`src/rtl/comptador_descendent.sv`:
```
// comptador_descendent -- loadable down-counter / interval timer.
//
// A start value is loaded with a load strobe; the counter then decrements on
// every cycle with en high and raises a one-cycle terminal-count pulse on the
// edge where out reaches 0. Dropping en while running pauses the count.
//
// Optional build macro: COMPTADOR_AUTO_RELOAD_EN
//   undefined : one-shot, terminal count parks the block in DONE.
//   defined   : periodic, the next enabled edge after terminal count restores
//               out from the reload register (period reload+1 cycles).
//
// Ports:
//   clk       system clock, rising edge
//   rst       asynchronous active-high reset
//   en        count enable
//   load      load strobe (beats en)
//   load_val  start / reload value
//   out       current count (registered)
//   busy      high while in RUN (registered)
//   tc        terminal-count pulse, one cycle (registered)
//
// state | meaning
// IDLE  | nothing loaded (or 0 loaded); en ignored
// ARMED | nonzero value loaded, or paused; waiting for en
// RUN   | counting down on every enabled edge
// DONE  | one-shot finished; out held at 0 until load

module comptador_descendent #(
  parameter int WIDTH = 8
) (
  input  logic             clk,
  input  logic             rst,
  input  logic             en,
  input  logic             load,
  input  logic [WIDTH-1:0] load_val,
  output logic [WIDTH-1:0] out,
  output logic             busy,
  output logic             tc
);

  typedef enum logic [1:0] {
    IDLE  = 2'd0,
    ARMED = 2'd1,
    RUN   = 2'd2,
    DONE  = 2'd3
  } state_t;

  state_t           state, state_next;
  logic [WIDTH-1:0] reload, reload_next;
  logic [WIDTH-1:0] out_next;
  logic             tc_next;

  // One enabled counting step, shared by ARMED (first step of a run) and RUN.
  // Handles the terminal count and, with auto-reload, the restart from 0.
  task automatic count_step(output state_t    st,
                            output logic [WIDTH-1:0] val,
                            output logic      t);
    st  = RUN;
    val = out;
    t   = 1'b0;
    if (out > WIDTH'(1)) begin
      val = out - WIDTH'(1);
    end else if (out == WIDTH'(1)) begin
      val = '0;
      t   = 1'b1;
`ifdef COMPTADOR_AUTO_RELOAD_EN
      st  = RUN;
`else
      st  = DONE;
`endif
    end else begin
      // out == 0: only reachable after a terminal count
`ifdef COMPTADOR_AUTO_RELOAD_EN
      val = reload;
      st  = RUN;
`else
      st  = DONE;
`endif
    end
  endtask

  always_comb begin
    state_next  = state;
    out_next    = out;
    reload_next = reload;
    tc_next     = 1'b0;

    if (load) begin
      out_next    = load_val;
      reload_next = load_val;
      state_next  = (load_val == '0) ? IDLE : ARMED;
    end else begin
      case (state)
        IDLE: begin
        end
        ARMED: begin
          if (en) begin
            count_step(state_next, out_next, tc_next);
          end
        end
        RUN: begin
          if (en) begin
            count_step(state_next, out_next, tc_next);
          end else begin
            state_next = ARMED;
          end
        end
        DONE: begin
        end
        default: begin
          state_next = IDLE;
        end
      endcase
    end
  end

  always_ff @(posedge clk or posedge rst) begin
    if (rst) begin
      state  <= IDLE;
      out    <= '0;
      reload <= '0;
      tc     <= 1'b0;
      busy   <= 1'b0;
    end else begin
      state  <= state_next;
      out    <= out_next;
      reload <= reload_next;
      tc     <= tc_next;
      busy   <= (state_next == RUN);
    end
  end

endmodule

```
`config.mk`:
```
export PLATFORM = sky130hd
export DESIGN_NAME = comptador_descendent
export DESIGN_NICKNAME = d
export VERILOG_FILES = /design/src/rtl/comptador_descendent.sv
export SDC_FILE = /design/constraint.sdc
export NUM_CORES = 1
export LEC_CHECK = 0
export ABC_AREA = 0
export BUFFER_PORTS_ARGS = -buffer_cell sky130_fd_sc_hd__buf_2
export CORE_MARGIN = 2
export CORE_UTILIZATION = 45
export CTS_BUF_LIST = sky130_fd_sc_hd__clkbuf_4 sky130_fd_sc_hd__clkbuf_8
export DETAILED_ROUTE_END_ITERATION = 7
export PLACE_DENSITY = 0.68
export SETUP_SLACK_MARGIN = 0.5
export SYNTH_ARGS = -nofsm -noshare
export SYNTH_HDL_FRONTEND = slang
export SYNTH_SLANG_ARGS = --single-unit
export TNS_END_PERCENT = 30
```
`constraint.sdc`:
```
create_clock -name clk -period 2.47 [get_ports clk]
set_clock_uncertainty 0.05 [all_clocks]
set_input_delay 0.741 -clock clk [delete_from_list [all_inputs] [get_ports clk]]
set_output_delay 0.741 -clock clk [all_outputs]
set_load 0.005 [all_outputs]
```
Yosys cells after proc, flatten, opt, wreduce, memory -nomap -nowiden
Cells that the tools add are included.
- register bits after elaboration: 12
- bits of input ports: 12
- output and inout bits: 10
- word-level logic and storage cells: 32
- $add $sub $neg: 1
- $lt $le $gt $ge: 1
- equal/unequal tests: 4
- mux-type cells: 16
- reduce and logical (&&, ||, !) cells: 6
- operators with widths (operator ; number):
    2-to-1 mux 8 bit ; 5
    equality test 8 x 1 -> 1 bit, second input constant ; 1
    > comparator 8 x 1 -> 1 bit, second input constant ; 1
    zero test 8 bit ; 1
    subtractor 8 x 1 -> 8 bit, second input constant ; 1
    2-to-1 mux 1 bit ; 7
    2-to-1 mux 2 bit ; 3
    equality test 2 bit, second input constant ; 2
    case mux 2 bit (2 select lines) ; 1
    nonzero test 2 bit ; 2
    AND reduction 3 bit ; 1
    nonzero test 3 bit ; 1
    equality test 2 x 1 -> 1 bit, second input constant ; 1
    OR reduction 2 bit ; 1

Depth between registers and ports, before layout
Gate-level depths: netlist (run 1).
- depth in word-level cells: 6
- depth in mapped cells: 6
- mapped depth without buffers: 6

Least setup slack after synthesis (run 1)
Ideal clock, no wire load.
- kind: input-to-reg
- from: input load
- to: register out[4]
- data arrival time: 1810 ps
- required time: 2351 ps
- path slack: 541 ps
- stages: 4
- path through: nor3b_1 o41ai_4 or3_2 nand3_1
- word-level cells in the longest chain between the ends: 2
- ends and longest elaborated chain (element ; RTL line ; text):
    start: declaration ; 34 ; input logic load,
    nonzero test 3 bit (no source line) or nonzero test 2 bit (tied branches) ; n/a ;
    AND reduction 3 bit (no source line) ; n/a ;
    end signal: assignment ; 126 ; out <= out_next;
    end: declaration ; 36 ; output logic [WIDTH-1:0] out,
Several ways; a longest one is shown, not always the timed one.
A chain may end at the register's enable or synchronous reset.

Final worst setup path (run 1)
- from: register out[3]
- to: register out[7]
- word-level cells in the longest chain between the ends: 5
- ends and longest elaborated chain (element ; RTL line ; text):
    subtractor 8 x 1 -> 8 bit or > comparator 8 x 1 -> 1 bit (tied branches) ; 62, 61 ;
    2-to-1 mux 8 bit ; 61 ; if (out > WIDTH'(1)) begin
    2-to-1 mux 8 bit ; 97 ; if (en) begin
    2-to-1 mux 8 bit ; n/a ;
    2-to-1 mux 8 bit ; 88 ; if (load) begin
Several ways; a longest one is shown, not always the timed one. The select of a mux whose other input is x is not followed.

==> results.cfg, run 1 <==
[clocking]
cts_max_level = 1
cts_num_sinks = 12
path_clk_slew_ns = 0.07
cts_made_buffers = 3
clock_latency_ns = 0.27
cts_buffer_depth = 2
cts_root_buffer = clkbuf_4
cts_tree = done

[critical_path]
slowest_delay_ns = 0.56
r2r-start = out[3]$_DFFE_PP0P_
worstSetupStartpoint = out[3]$_DFFE_PP0P_
crit_path_end_kind = register
path_class = register to register
start_kind = register
cpMaxStageDelayCell = or4_4
crit_fanout = 6
required_ns = 2.58
cp_cell_sequence = or4_4, o41ai_4, buf_4, o21ai_1, a31o_1
arrival_ns = 2.08

[run_status]
status = finished clean

[global_routing]
grt_max_degree = 15
groute.usage.overall_pct = 19.82
grt_pass1_vias = 686
antenna_found_initial = 0
grt_pass1_wl_um = 3001
grt_remaining_overflow = 0

[synthesis]
synth_area_um2 = 779.5
synth-main-ff-cell = dfrtp_1
synth_area_leaders = dfrtp_1 (39%), ha_1 (6.4%), nor4_1 (4.8%)
synth_top_area_share_pct = 38.52
synthesis.nets = 101
synth-seq-cells = 12
yosys.area.top_type = dfrtp_1
synth_area_per_cell_um2 = 9.171
synth-edff-count = 0
async_flop_share_pct = 100.0
synth_cell_types = 33
synthCells = 85
ys_seq_area_share_pct = 38.52
yosys_warnings = 0

[route]
firstDrtPassIters = 4
vias_per_cell = 6.023
vias = 783
drt-initial-drc-count = 16
post_drt_wl_per_cell_um = 14.66
routed_wl_um = 1906
drc = 0
ant_nets = 0

[floorplan]
core_area_mm2 = 0.001670
initial_utilization_pct = 46.67
die_w_um = 45.62
rows = 15
die_area_mm2 = 0.002081
die_y_um = 45.62
io_pins = 22

[placed_design]
placed_cells = 125
place_congestion = 0.7829
post-dp-hpwl_um = 1409
place_area_um2 = 924.6
port_buffers = 21

[worst_hold_path]
holdCritPathClass = primary input to asynchronous set/reset pin

[sta]
hold_violations = 0
timing.final.crit_share_pct = 79.92
slew_viol_final = 0
fin_crit_ns = 1.974
rsz0062_at_grt = yes
setup_violations = 0
setup_tns_ns = 0
max_slew_margin_pct = 68.46
fmax_mhz = 506.6
tightest_slew_ns = 0.4726

[pwr]
leakagePower_nw = 0.4502
totalPowerFinal_uw = 860.7
power.density_mw_per_mm2 = 859.9
ir_drop_uv = 484.8

[cells_and_area]
drive_gt1_share_pct = 35.40
multiInputGateArea_um2 = 483.0
final_cell_area_mm2 = 0.001001
regArea_um2 = 301.5
nNetsFinal = 131
finalNonFillerCells = 130
fillers = 154
final_util_pct = 59.93
layout_common_cells = buf_2 (21), dfrtp_1 (11), nand2_1 (9), inv_1 (8), o21ai_0 (6)
antenna_cells = 0
area_growth_pct = 28.41
final_common_cell = buf_2

[run]
drv_cap = 0
==> flip-flops by register name, summed over array words and instances (netlist names) <==
signal and count:
out 8, state 2, busy 1, tc 1
==> metrics by stage <==
| stage | setup slack (ns) | hold slack (ns) |
|---|---|---|
| floorplan | 0.5413 | 0.4904 |
| global placement | 0.3402 | 0.5250 |
| detailed placement | 0.3490 | 0.5461 |
| CTS | 0.4884 | 0.4441 |
| global route | 0.4544 | 0.4772 |
| finish | 0.4961 | 0.4250 |
==> path summary, 6_finish.rpt <==
path                                            to  slack [ns]  cells past startpoint
max in group asynchronous       out[4]$_DFFE_PP0P_        1.60                      2
worst max-delay path            out[7]$_DFFE_PP0P_        0.50                      5
worst max register to register  out[7]$_DFFE_PP0P_        0.50                      5
worst min-delay path                  tc$_DFF_PP0_        0.43                      2
min in group clk                out[7]$_DFFE_PP0P_        0.59                      1
worst min register to register  out[7]$_DFFE_PP0P_        0.59                      1
==> cell type report <==
class / instances / area share [%]
clock buffers: 3 / 2.250
well taps: 17 / 2.125
flip-flops and latches: 12 / 30.12
multi-input cells: 64 / 48.25
repair buffers: 26 / 14.25
inverters: 8 / 3.000
==> timing repair <==
| item | in CTS | in global routing |
|---|---|---|
| setup buffers | 0 | 2 |
| gates resized for setup | 1 | 7 |
| gates cloned | 0 | 0 |
| hold buffers | 0 | 0 |
| pin swaps | 1 | 3 |
| endpoints found under the setup margin | 3 | 5 |
==> layer usage <==
layer	track usage [%]	wire length, um	vias up
met5	0	0	-
met4	8.824	23	0
met3	2.381	85	4
met2	32.11	875	23
met1	26.16	922	371
li1	-	-	385
==> cells in the mapped netlist (2+ instances only) <==
cell type	instances
o21ai_0	6
nand4_1	3
nand3_1	3
o221ai_1	2
nor2_1	3
nand2_1	9
inv_1	8
nor4_1	6
dfrtp_1	12
a31o_1	2
nor3_1	2
o211ai_1	2
ha_1	4
o311ai_0	2
a21oi_1	3
==> worst max-delay path: cells and delay by family (launching register included) <==
family	cells	cell delay (ns)
buf+inv	1	0.19
compound gates	3	0.62
flops	1	0.44
simple gates	1	0.56
==> cell families after synthesis <==
family,share of synthesized area [%]
buffers and inverters,4.334
DFF,38.52
AOI/OAI and AO/OA,24.24
adders and majority gates,6.421
xor gates and xnor gates,1.124
and+or+nand+nor,25.36
==> power breakdown <==
part           internal [mW]  switching [mW]
Sequential             0.244          0.0629
Combinational          0.204           0.229
Clock                 0.0563          0.0639
No activity file was read; power rests on OpenSTA's default activity.
==> inputs of run 2 (changes only) <==
- PLACE_DENSITY: 0.68 -> 0.7
- clock period: 2.47 -> 1.7 ns (I/O delays scaled with it)
==> run 2 against run 1 <==
The run now ends with setup timing left. Combinational power is 130% higher. Largest power group unchanged. Clock power is 75% higher. Fmax is 7.4% higher. First-iteration DRC count is 130% higher.
==> results.cfg, run 2 (synthesized netlist as in run 1, its figures left out) <==
[run_status]
status = finished, violations left
failed_checks = setup timing

[sta]
hold_violations = 0
fmax_mhz = 543.9
max_slew_margin_pct = 67.05
fin_crit_ns = 1.838
setup_tns_ns = -0.5304
rsz0062_at_grt = yes
timing.final.crit_share_pct = 108.1
timing.final.ws_setup_ns = -0.1384
setup_violations = 9
slew_viol_final = 0
tightest_slew_ns = 0.4937

[critical_path]
cp_cell_sequence = or4_4, o41ai_4, buf_4, o21ai_1, a31o_1
path_class = register to register
arrival_ns = 1.95
cp_top_family = simple AND/OR/NAND/NOR gates
required_ns = 1.82
slowest_delay_ns = 0.55
crit_path_end_kind = register
critPathBufInv = 1
cpMaxStageDelayCell = or4_4
start_kind = register
crit_fanout = 4

[floorplan]
core_area_mm2 = 0.001670
rows = 15
io_pins = 22
die_w_um = 45.62
die_area_mm2 = 0.002081
die_y_um = 45.62
initial_utilization_pct = 46.67

[cells_and_area]
layout_common_cells = buf_4 (21), buf_2 (20), dfrtp_1 (10), nand2_1 (9), inv_1 (6)
fillers = 123
area_growth_pct = 57.62
finalNonFillerCells = 148
final_common_cell = buf_4
largest_register_ffs = 8
nNetsFinal = 148
multiInputGateArea_um2 = 564.3
drive_gt1_share_pct = 52.67
final_cell_area_mm2 = 0.001229
antenna_cells = 0
regArea_um2 = 302.8
top_register = out
reg_top3 = out (8), state (2)

[clocking]
cts_root_buffer = clkbuf_4
path_clk_slew_ns = 0.09
clock_latency_ns = 0.28
cts_max_level = 1
cts_buffer_depth = 2
cts_hold_buf = 0
cts_tree = done
cts_num_sinks = 12
cts_made_buffers = 3

[placed_design]
port_buffers = 21
post-dp-hpwl_um = 1695
place_congestion = 0.8513
dpl_worst_slack_ns = -0.1474
place_area_mm2 = 0.001064
placed_cells = 141

[pwr]
leakagePower_nw = 0.5530
ir_drop_uv = 782.6
power.density_mw_per_mm2 = 1316
totalPowerFinal_mw = 1.617

[global_routing]
grt_max_degree = 15
antenna_found_initial = 0
grt_pass1_wl_um = 3850
grt_pass1_vias = 869
grt_remaining_overflow = 0
groute.usage.overall_pct = 26.07

[worst_hold_path]
holdCritPathClass = primary input to asynchronous set/reset pin

[route]
vias_per_cell = 6.101
routed_wl_um = 2373
post_drt_wl_per_cell_um = 16.03
ant_nets = 0
drt-initial-drc-count = 36
drc = 0
vias = 903
firstDrtPassIters = 4

[run]
drv_cap = 0
==> run 2: area by class of cell <==
cell class | instances | area share, %
multi-input combinational | 64 | 45.93
sequential | 12 | 24.64
tap | 17 | 1.731
clock buffer | 4 | 2.444
timing repair buffer | 43 | 22.81
inverter | 8 | 2.444
==> run 2: routing by layer <==
metal	vias to the layer above	share of wire [%]	track usage (%)
li1	423	-	-
met1	421	43	32.43
met2	47	48	42.25
met3	12	6.7	5.556
met4	0	2.4	12.94
met5	-	0	0
==> run 2: per-stage QoR <==
stage	utilization [%]	hold slack, ns
after global placement	63.67	0.5011
after CTS	70.49	0.2056
after floorplan	-	0.3246
final	73.56	0.1838
after global routing	73.56	0.2302
after detailed placement	63.67	0.5020
==> run 2: worst register-to-register path, delay by kind of cell, from the launching register on <==
kind,cells,cell delay [ns]
flops,1,0.42
simple gates,1,0.55
compound gates,3,0.51
buf+inv,1,0.20
==> run 2: path summary, 6_finish.rpt <==
kind,start,end,slack [ns],depth (start not counted)
hold reg to reg,out[7]$_DFFE_PP0P_,out[7]$_DFFE_PP0P_,0.59,1
min in group clk,load_val[1],out[1]$_DFFE_PP0P_,0.41,3
setup / recovery,out[3]$_DFFE_PP0P_,out[7]$_DFFE_PP0P_,-0.14,5
hold / removal,rst,out[4]$_DFFE_PP0P_,0.18,2
max in group asynchronous,rst,out[0]$_DFFE_PP0P_,1.06,2
setup reg to reg,out[3]$_DFFE_PP0P_,out[7]$_DFFE_PP0P_,-0.14,5
==> run 2: what timing repair did <==
action	CTS	global route
setup buffers	3	0
hold endpoints to repair	0	0
setup endpoints to repair	22	22
gates resized for setup	17	9
pin swaps	7	2
==> run 2: where the power goes <==
group	total [mW]	internal [mW]	switching, mW
sequential	0.433	0.357	0.0753
clock	0.210	0.107	0.103
combinational	0.975	0.498	0.477
